<file path="src/rtl/quad_decoder_if.sv">
// Signal bundle between a quadrature decoder and its environment: filtered
// encoder channels with filter status in, position/step/fault reporting out.
interface quad_decoder_if #(
  parameter int CNT_WIDTH     = 32,
  parameter int ERR_CNT_WIDTH = 8
);
  logic                     a_in;
  logic                     b_in;
  logic                     a_ready;
  logic                     b_ready;
  logic                     a_timeout;
  logic                     b_timeout;
  logic                     load;
  logic [CNT_WIDTH-1:0]     load_value;
  logic                     err_clr;
  logic [CNT_WIDTH-1:0]     pos;
  logic                     step;
  logic                     dir;
  logic                     valid;
  logic                     err_seq;
  logic                     err_stuck;
  logic [ERR_CNT_WIDTH-1:0] err_cnt;

  modport master (
    output a_in, b_in, a_ready, b_ready, a_timeout, b_timeout,
    output load, load_value, err_clr,
    input  pos, step, dir, valid, err_seq, err_stuck, err_cnt
  );

  modport slave (
    input  a_in, b_in, a_ready, b_ready, a_timeout, b_timeout,
    input  load, load_value, err_clr,
    output pos, step, dir, valid, err_seq, err_stuck, err_cnt
  );
endinterface

</file>
<file path="src/rtl/quad_decoder.sv">
// x4 quadrature decoder: signed wrapping position, per-edge step/dir pulse,
// sticky sequence/stuck faults and a saturating illegal-transition counter.
module quad_decoder #(
  parameter int CNT_WIDTH     = 32,
  parameter int ERR_CNT_WIDTH = 8,
  parameter bit DIR_INVERT    = 1'b0
) (
  input  logic           clock,
  input  logic           sclr,
  quad_decoder_if.slave  bus
);

  typedef enum logic {ST_INIT, ST_RUN} state_t;

  state_t                   state_q, state_d;
  logic [1:0]               prev_q, prev_d;
  logic [CNT_WIDTH-1:0]     pos_q, pos_d;
  logic                     step_q, step_d;
  logic                     dir_q, dir_d;
  logic                     err_seq_q, err_seq_d;
  logic                     err_stuck_q, err_stuck_d;
  logic [ERR_CNT_WIDTH-1:0] err_cnt_q, err_cnt_d;

  logic [1:0] cur;
  logic       both_ready;
  logic       mv_up, mv_dn, mv_bad;
  logic       cnt_up, cnt_dn;
  logic       stuck_evt;

  always_comb begin
    state_d     = state_q;
    prev_d      = prev_q;
    pos_d       = pos_q;
    step_d      = 1'b0;
    dir_d       = dir_q;
    err_seq_d   = err_seq_q;
    err_stuck_d = err_stuck_q;
    err_cnt_d   = err_cnt_q;
    mv_up       = 1'b0;
    mv_dn       = 1'b0;
    mv_bad      = 1'b0;
    cur         = {bus.a_in, bus.b_in};
    both_ready  = bus.a_ready && bus.b_ready;

    case (state_q)
      ST_INIT: begin
        // The entry sample only seeds prev; it never produces a count.
        if (both_ready) begin
          prev_d  = cur;
          state_d = ST_RUN;
        end
      end
      ST_RUN: begin
        if (!both_ready) begin
          state_d = ST_INIT;
        end else begin
          prev_d = cur;
          case ({prev_q, cur})
            4'b00_10, 4'b10_11, 4'b11_01, 4'b01_00: mv_up  = 1'b1;
            4'b00_01, 4'b01_11, 4'b11_10, 4'b10_00: mv_dn  = 1'b1;
            4'b00_11, 4'b11_00, 4'b10_01, 4'b01_10: mv_bad = 1'b1;
            default: ;
          endcase
        end
      end
      default: state_d = ST_INIT;
    endcase

    stuck_evt = (state_q == ST_RUN) && (bus.a_timeout || bus.b_timeout);
    cnt_up    = DIR_INVERT ? mv_dn : mv_up;
    cnt_dn    = DIR_INVERT ? mv_up : mv_dn;

    // A load swallows a same-cycle edge entirely (prev still advances above).
    if (bus.load) begin
      pos_d = bus.load_value;
    end else if (cnt_up) begin
      pos_d  = pos_q + CNT_WIDTH'(1);
      step_d = 1'b1;
      dir_d  = 1'b1;
    end else if (cnt_dn) begin
      pos_d  = pos_q - CNT_WIDTH'(1);
      step_d = 1'b1;
      dir_d  = 1'b0;
    end

    if (bus.err_clr) begin
      err_seq_d   = mv_bad;
      err_stuck_d = stuck_evt;
      err_cnt_d   = mv_bad ? ERR_CNT_WIDTH'(1) : '0;
    end else begin
      err_seq_d   = err_seq_q | mv_bad;
      err_stuck_d = err_stuck_q | stuck_evt;
      if (mv_bad && (err_cnt_q != {ERR_CNT_WIDTH{1'b1}})) begin
        err_cnt_d = err_cnt_q + ERR_CNT_WIDTH'(1);
      end
    end
  end

  always_ff @(posedge clock) begin
    if (sclr) begin
      state_q     <= ST_INIT;
      prev_q      <= 2'b00;
      pos_q       <= '0;
      step_q      <= 1'b0;
      dir_q       <= 1'b1;
      err_seq_q   <= 1'b0;
      err_stuck_q <= 1'b0;
      err_cnt_q   <= '0;
    end else begin
      state_q     <= state_d;
      prev_q      <= prev_d;
      pos_q       <= pos_d;
      step_q      <= step_d;
      dir_q       <= dir_d;
      err_seq_q   <= err_seq_d;
      err_stuck_q <= err_stuck_d;
      err_cnt_q   <= err_cnt_d;
    end
  end

  assign bus.pos       = pos_q;
  assign bus.step      = step_q;
  assign bus.dir       = dir_q;
  assign bus.valid     = (state_q == ST_RUN);
  assign bus.err_seq   = err_seq_q;
  assign bus.err_stuck = err_stuck_q;
  assign bus.err_cnt   = err_cnt_q;

endmodule

</file>
<file path="src/flat_wrapper.sv">
// flat-port wrapper written by rule: the top's interface ports become plain ports
module quad_decoder_flat 
#(
  parameter int CNT_WIDTH     = 32,
  parameter int ERR_CNT_WIDTH = 8,
  parameter bit DIR_INVERT    = 1'b0
)
  (clock, sclr, bus_a_in, bus_b_in, bus_a_ready, bus_b_ready, bus_a_timeout, bus_b_timeout, bus_load, bus_load_value, bus_err_clr, bus_pos, bus_step, bus_dir, bus_valid, bus_err_seq, bus_err_stuck, bus_err_cnt);
  quad_decoder_if #(.CNT_WIDTH(CNT_WIDTH), .ERR_CNT_WIDTH(ERR_CNT_WIDTH)) bus_i ();
  input  logic clock;
  input  logic sclr;
  input wire logic [$bits(bus_i.a_in)-1:0] bus_a_in;
  input wire logic [$bits(bus_i.b_in)-1:0] bus_b_in;
  input wire logic [$bits(bus_i.a_ready)-1:0] bus_a_ready;
  input wire logic [$bits(bus_i.b_ready)-1:0] bus_b_ready;
  input wire logic [$bits(bus_i.a_timeout)-1:0] bus_a_timeout;
  input wire logic [$bits(bus_i.b_timeout)-1:0] bus_b_timeout;
  input wire logic [$bits(bus_i.load)-1:0] bus_load;
  input wire logic [$bits(bus_i.load_value)-1:0] bus_load_value;
  input wire logic [$bits(bus_i.err_clr)-1:0] bus_err_clr;
  output wire logic [$bits(bus_i.pos)-1:0] bus_pos;
  output wire logic [$bits(bus_i.step)-1:0] bus_step;
  output wire logic [$bits(bus_i.dir)-1:0] bus_dir;
  output wire logic [$bits(bus_i.valid)-1:0] bus_valid;
  output wire logic [$bits(bus_i.err_seq)-1:0] bus_err_seq;
  output wire logic [$bits(bus_i.err_stuck)-1:0] bus_err_stuck;
  output wire logic [$bits(bus_i.err_cnt)-1:0] bus_err_cnt;
  assign bus_i.a_in = bus_a_in;
  assign bus_i.b_in = bus_b_in;
  assign bus_i.a_ready = bus_a_ready;
  assign bus_i.b_ready = bus_b_ready;
  assign bus_i.a_timeout = bus_a_timeout;
  assign bus_i.b_timeout = bus_b_timeout;
  assign bus_i.load = bus_load;
  assign bus_i.load_value = bus_load_value;
  assign bus_i.err_clr = bus_err_clr;
  assign bus_pos = bus_i.pos;
  assign bus_step = bus_i.step;
  assign bus_dir = bus_i.dir;
  assign bus_valid = bus_i.valid;
  assign bus_err_seq = bus_i.err_seq;
  assign bus_err_stuck = bus_i.err_stuck;
  assign bus_err_cnt = bus_i.err_cnt;
  quad_decoder #(.CNT_WIDTH(CNT_WIDTH), .ERR_CNT_WIDTH(ERR_CNT_WIDTH), .DIR_INVERT(DIR_INVERT)) u_core (.clock(clock), .sclr(sclr), .bus(bus_i));
endmodule
</file>
<file path="config.mk">
export PLATFORM = sky130hd
export DESIGN_NAME = quad_decoder_flat
export DESIGN_NICKNAME = d
export VERILOG_FILES = /design/src/rtl/quad_decoder_if.sv /design/src/rtl/quad_decoder.sv /design/src/flat_wrapper.sv
export SDC_FILE = /design/constraint.sdc
export NUM_CORES = 1
export LEC_CHECK = 0
export CAP_MARGIN = 20
export CORE_MARGIN = 8
export CORE_UTILIZATION = 40
export DETAILED_ROUTE_END_ITERATION = 12
export GPL_TIMING_DRIVEN = 0
export PLACE_DENSITY = 0.66
export SLEW_MARGIN = 20
export SYNTH_ARGS = -nofsm -noshare
export SYNTH_HDL_FRONTEND = slang
export SYNTH_SLANG_ARGS = --single-unit
</file>
<file path="constraint.sdc">
create_clock -name clock -period 4.8 [get_ports clock]
set_clock_uncertainty 0.1 [all_clocks]
set_input_delay 0.48 -clock clock [delete_from_list [all_inputs] [get_ports clock]]
set_output_delay 0.48 -clock clock [all_outputs]
set_load 0.02 [all_outputs]
</file>
==> flow_metrics.env <==
export IMPL_grt_pass1_wl_mm=20.4
export IMPL_synth_top_family_by_area="compound AO/OA/AOI/OAI gates"
export IMPL_drt_drc_violations_left=0
export IMPL_io_buffer_count=85
export IMPL_final_core_utilization=0.531
export IMPL_synthesis_nets=583
export IMPL_detail_route_iter0_violations=236
export IMPL_tns_ps=0
export IMPL_synthDominantCellAreaShare=0.253
export IMPL_r2r_slack_ps=660
export IMPL_worst_slew_margin_relative_to_its_limit=0.432
export IMPL_synth_largest_area_cell="dfxtp_1"
export IMPL_top_level_ports=87
export IMPL_grt_setup_unrepaired="no"
export IMPL_clock_insertion_delay_worst_skew_ps=310
export IMPL_floorplan_initialDensity=0.408
export IMPL_final_layout_size_suffix_gt1_frac=0.0248
export IMPL_peakVddDrop_mv=0.152
export IMPL_die_footprint_um2=12600
export IMPL_layout_cells_most_common="clkdlybuf4s50_1"
export IMPL_setup_slack_ps=363
export IMPL_pre_repair_dr_iteration_count=4
export IMPL_pre_cts_ws_ps=-239
export IMPL_cts_sink_count=47
export IMPL_worstHoldPathType="reg -> reg"
export IMPL_critical_path_class="in -> reg"
export IMPL_worst_setup_path_start_kind="primary input"
export IMPL_routabilityCongestion=0.921
export IMPL_power_density_nw_per_um2=242
export IMPL_hold_violations=0
export IMPL_worst_path_max_fanout=15
export IMPL_num_antenna_cells=0
export IMPL_period_minus_slack_ps=4440
export IMPL_post_synth_num_cell_types=45
export IMPL_clock_path_buffers=2
export IMPL_synth_area_in_adders=0.110
export IMPL_cts_root_buffer="clkbuf_8"
export IMPL_grt_max_degree=31
export IMPL_min_path_cells=2
export IMPL_maxCapViolCount=0
export IMPL_antenna_found_initial=0
export IMPL_detailroute_via_count=4119
export IMPL_worst_slew_pin_transition_ps=852
export IMPL_place_hpwl_mm=9.96
export IMPL_cp_slowest_stage_delay_ps=540
export IMPL_hold_fix_buffer_count_after_cts=0
export IMPL_synth_cell_area_um2=3720
export IMPL_grt_pass1_vias=3924
export IMPL_synth_warning_count=0
export IMPL_synth_edf_count=0
export IMPL_floorplan_die_height_um=112
export IMPL_area_fraction_in_compound_gates_after_synthesis=0.282
export IMPL_synth_async_sr_flop_share=0
export IMPL_core_rowCount=35
export IMPL_htree_levels=2
export IMPL_wirelength_mm=13.0
export IMPL_top_library_cells_by_usage_in_the_layout_fill_and_taps_aside="85 x clkdlybuf4s50_1, 76 x a21oi_1, 66 x nand2_1"
export IMPL_yosys_reg_bits=47
export IMPL_flow_area_growth_from_synthesis_pct=30.1
export IMPL_finalCritPeriodShare=0.924
export IMPL_end_kind="flop"
export IMPL_yosys_area_share_xor_xnor=0.0825
export IMPL_worst_ep_arrival_time_ps=4550
export IMPL_detail_route_vias_per_cell=5.75
export IMPL_worst_setup_hold_path_clk_slew_ps=110
export IMPL_nNetsFinal=678
export IMPL_synth_area_top_cells="dfxtp_1 25%, ha_1 10%, a21oi_1 10%"
export IMPL_worstPathCellList="clkdlybuf4s50_1 -> xor2_1 -> and3_1 -> clkbuf_1 -> clkinvlp_4 -> ha_1 -> clkbuf_1 -> a21oi_1 -> o21ai_0 -> a41oi_1 -> a21oi_1 -> o21ai_0 -> mux2i_1 -> nand2_1"
export IMPL_cts_tree="done"
export IMPL_postSynth_topFlopCell="dfxtp_1"
export IMPL_ff2ff_path_depth=13
export IMPL_ys_seq_area_frac=0.253
export IMPL_synth_mux_area_frac=0.0108
export IMPL_setup_violations=0
export IMPL_chipWidth_um=112
export IMPL_globalRouteTotalUtil=0.198
export IMPL_placeableCoreArea_um2=9110
export IMPL_yosys_area_share_simple=0.219
export IMPL_global_route_overflow_total=0
export IMPL_final_max_slew_viol_count=0
export IMPL_stdcell_count=716
export IMPL_outcome="complete, no violations"
export IMPL_fmax_ghz=0.225
export IMPL_static_leakage_power_uw=0.00195
export IMPL_dpl_cell_count=705
export IMPL_route_detailed_wl_per_inst_um=18.1
export IMPL_worstPathRequired_ps=4920
export IMPL_postSynthAreaPerCell_um2=7.30
export IMPL_synth_cells=509
export IMPL_slowest_stage="clkdlybuf4s50_1"
export IMPL_antenna_left=0
export IMPL_tritoncts_num_buffers=5
repair_timing:
action,4_1_cts,5_1_grt
buffers inserted,0,2
setup endpoints to repair,0,23
resized for setup,0,3
power breakdown:
group | total [uW] | internal [uW] | switching [uW]
Combinational | 466 | 198 | 268
Clock | 278 | 118 | 160
Sequential | 428 | 410 | 18.4
worst max-delay path: cells and delay by family:
family | cells | cell delay [ps]
compound gates | 5 | 1190
xor+xnor | 1 | 230
fa+ha+maj | 1 | 420
buf+inv | 4 | 1770
mux | 1 | 210
simple gates | 2 | 240
routing by layer:
layer | track usage | wire length, um | vias up
met5 | 0 | 0 | -
met3 | 0.0413 | 799 | 13
met4 | 0.0612 | 214 | 0
li1 | - | - | 2051
met1 | 0.254 | 5950 | 1935
met2 | 0.326 | 6020 | 120
path summary, 6_finish.rpt:
check,start,to
setup / recovery,bus_a_in,u_core.bus.pos[27]
hold / removal,u_core.bus.err_stuck,u_core.bus.err_stuck
setup reg to reg,u_core.prev_q[0],u_core.bus.pos[27]
hold reg to reg,u_core.bus.err_stuck,u_core.bus.err_stuck
synthesized netlist by cell type, types with 2 or more instances:
cell and n:
nand4_1 10, clkbuf_1 26, a311oi_1 7, and2_1 2, o21bai_1 3, a21oi_1 76, nand3_1 16, and3_1 18
nor3_1 9, a221oi_1 4, nor2_1 35, mux2i_1 4, a211oi_1 8, o21a_1 7, or3_1 5, nor2b_1 2
nand2b_1 6, o211ai_1 5, xnor2_1 8, o21ai_1 3, dfxtp_1 47, a21o_1 6, xor2_1 27, o21ai_0 32
nand2_1 66, inv_1 13, a31oi_1 6, o22ai_1 11, ha_1 31
logic make-up after synthesis:
| logic type | Yosys count |
|---|---|
| multiplexers | 4 |
| AND/OR/NAND/NOR | 174 |
| adder cells (fa/ha/maj) | 32 |
| flip-flops | 47 |
| XOR/XNOR | 35 |
| AO/OA/AOI/OAI | 176 |
| buffers and inverters | 41 |
registers in the layout, summed over array words and instances, names as in the netlist:
name,cells
u_core.bus.valid,1
u_core.bus.pos,32
u_core.bus.step,1
u_core.bus.err_cnt,8
u_core.bus.err_stuck,1
u_core.bus.dir,1
u_core.bus.err_seq,1
u_core.prev_q,2
layout make-up:
cell class | instances | area (um2)
Inverter | 13 | 52.6
Fill cell | 907 | 4270
Timing Repair Buffer | 87 | 866
Sequential cell | 47 | 941
Clock buffer | 6 | 82.6
Multi-Input combinational cell | 421 | 2620
Buffer | 28 | 113
Tap cell | 111 | 139
Clock inverter | 2 | 16.3
Timing Repair inverter | 1 | 7.51
metrics by stage:
| step | hold WS (ps) | total power [uW] | cell area, um2 |
|---|---|---|---|
| floorplan | 372 | 735 | 3720 |
| global route | 406 | 1240 | 4840 |
| global placement | 352 | 891 | 4710 |
| detailed placement | 357 | 894 | 4710 |
| finish | 373 | 1170 | 4840 |
| CTS | 373 | 1170 | 4810 |
No activity file was read; power rests on OpenSTA's default activity.
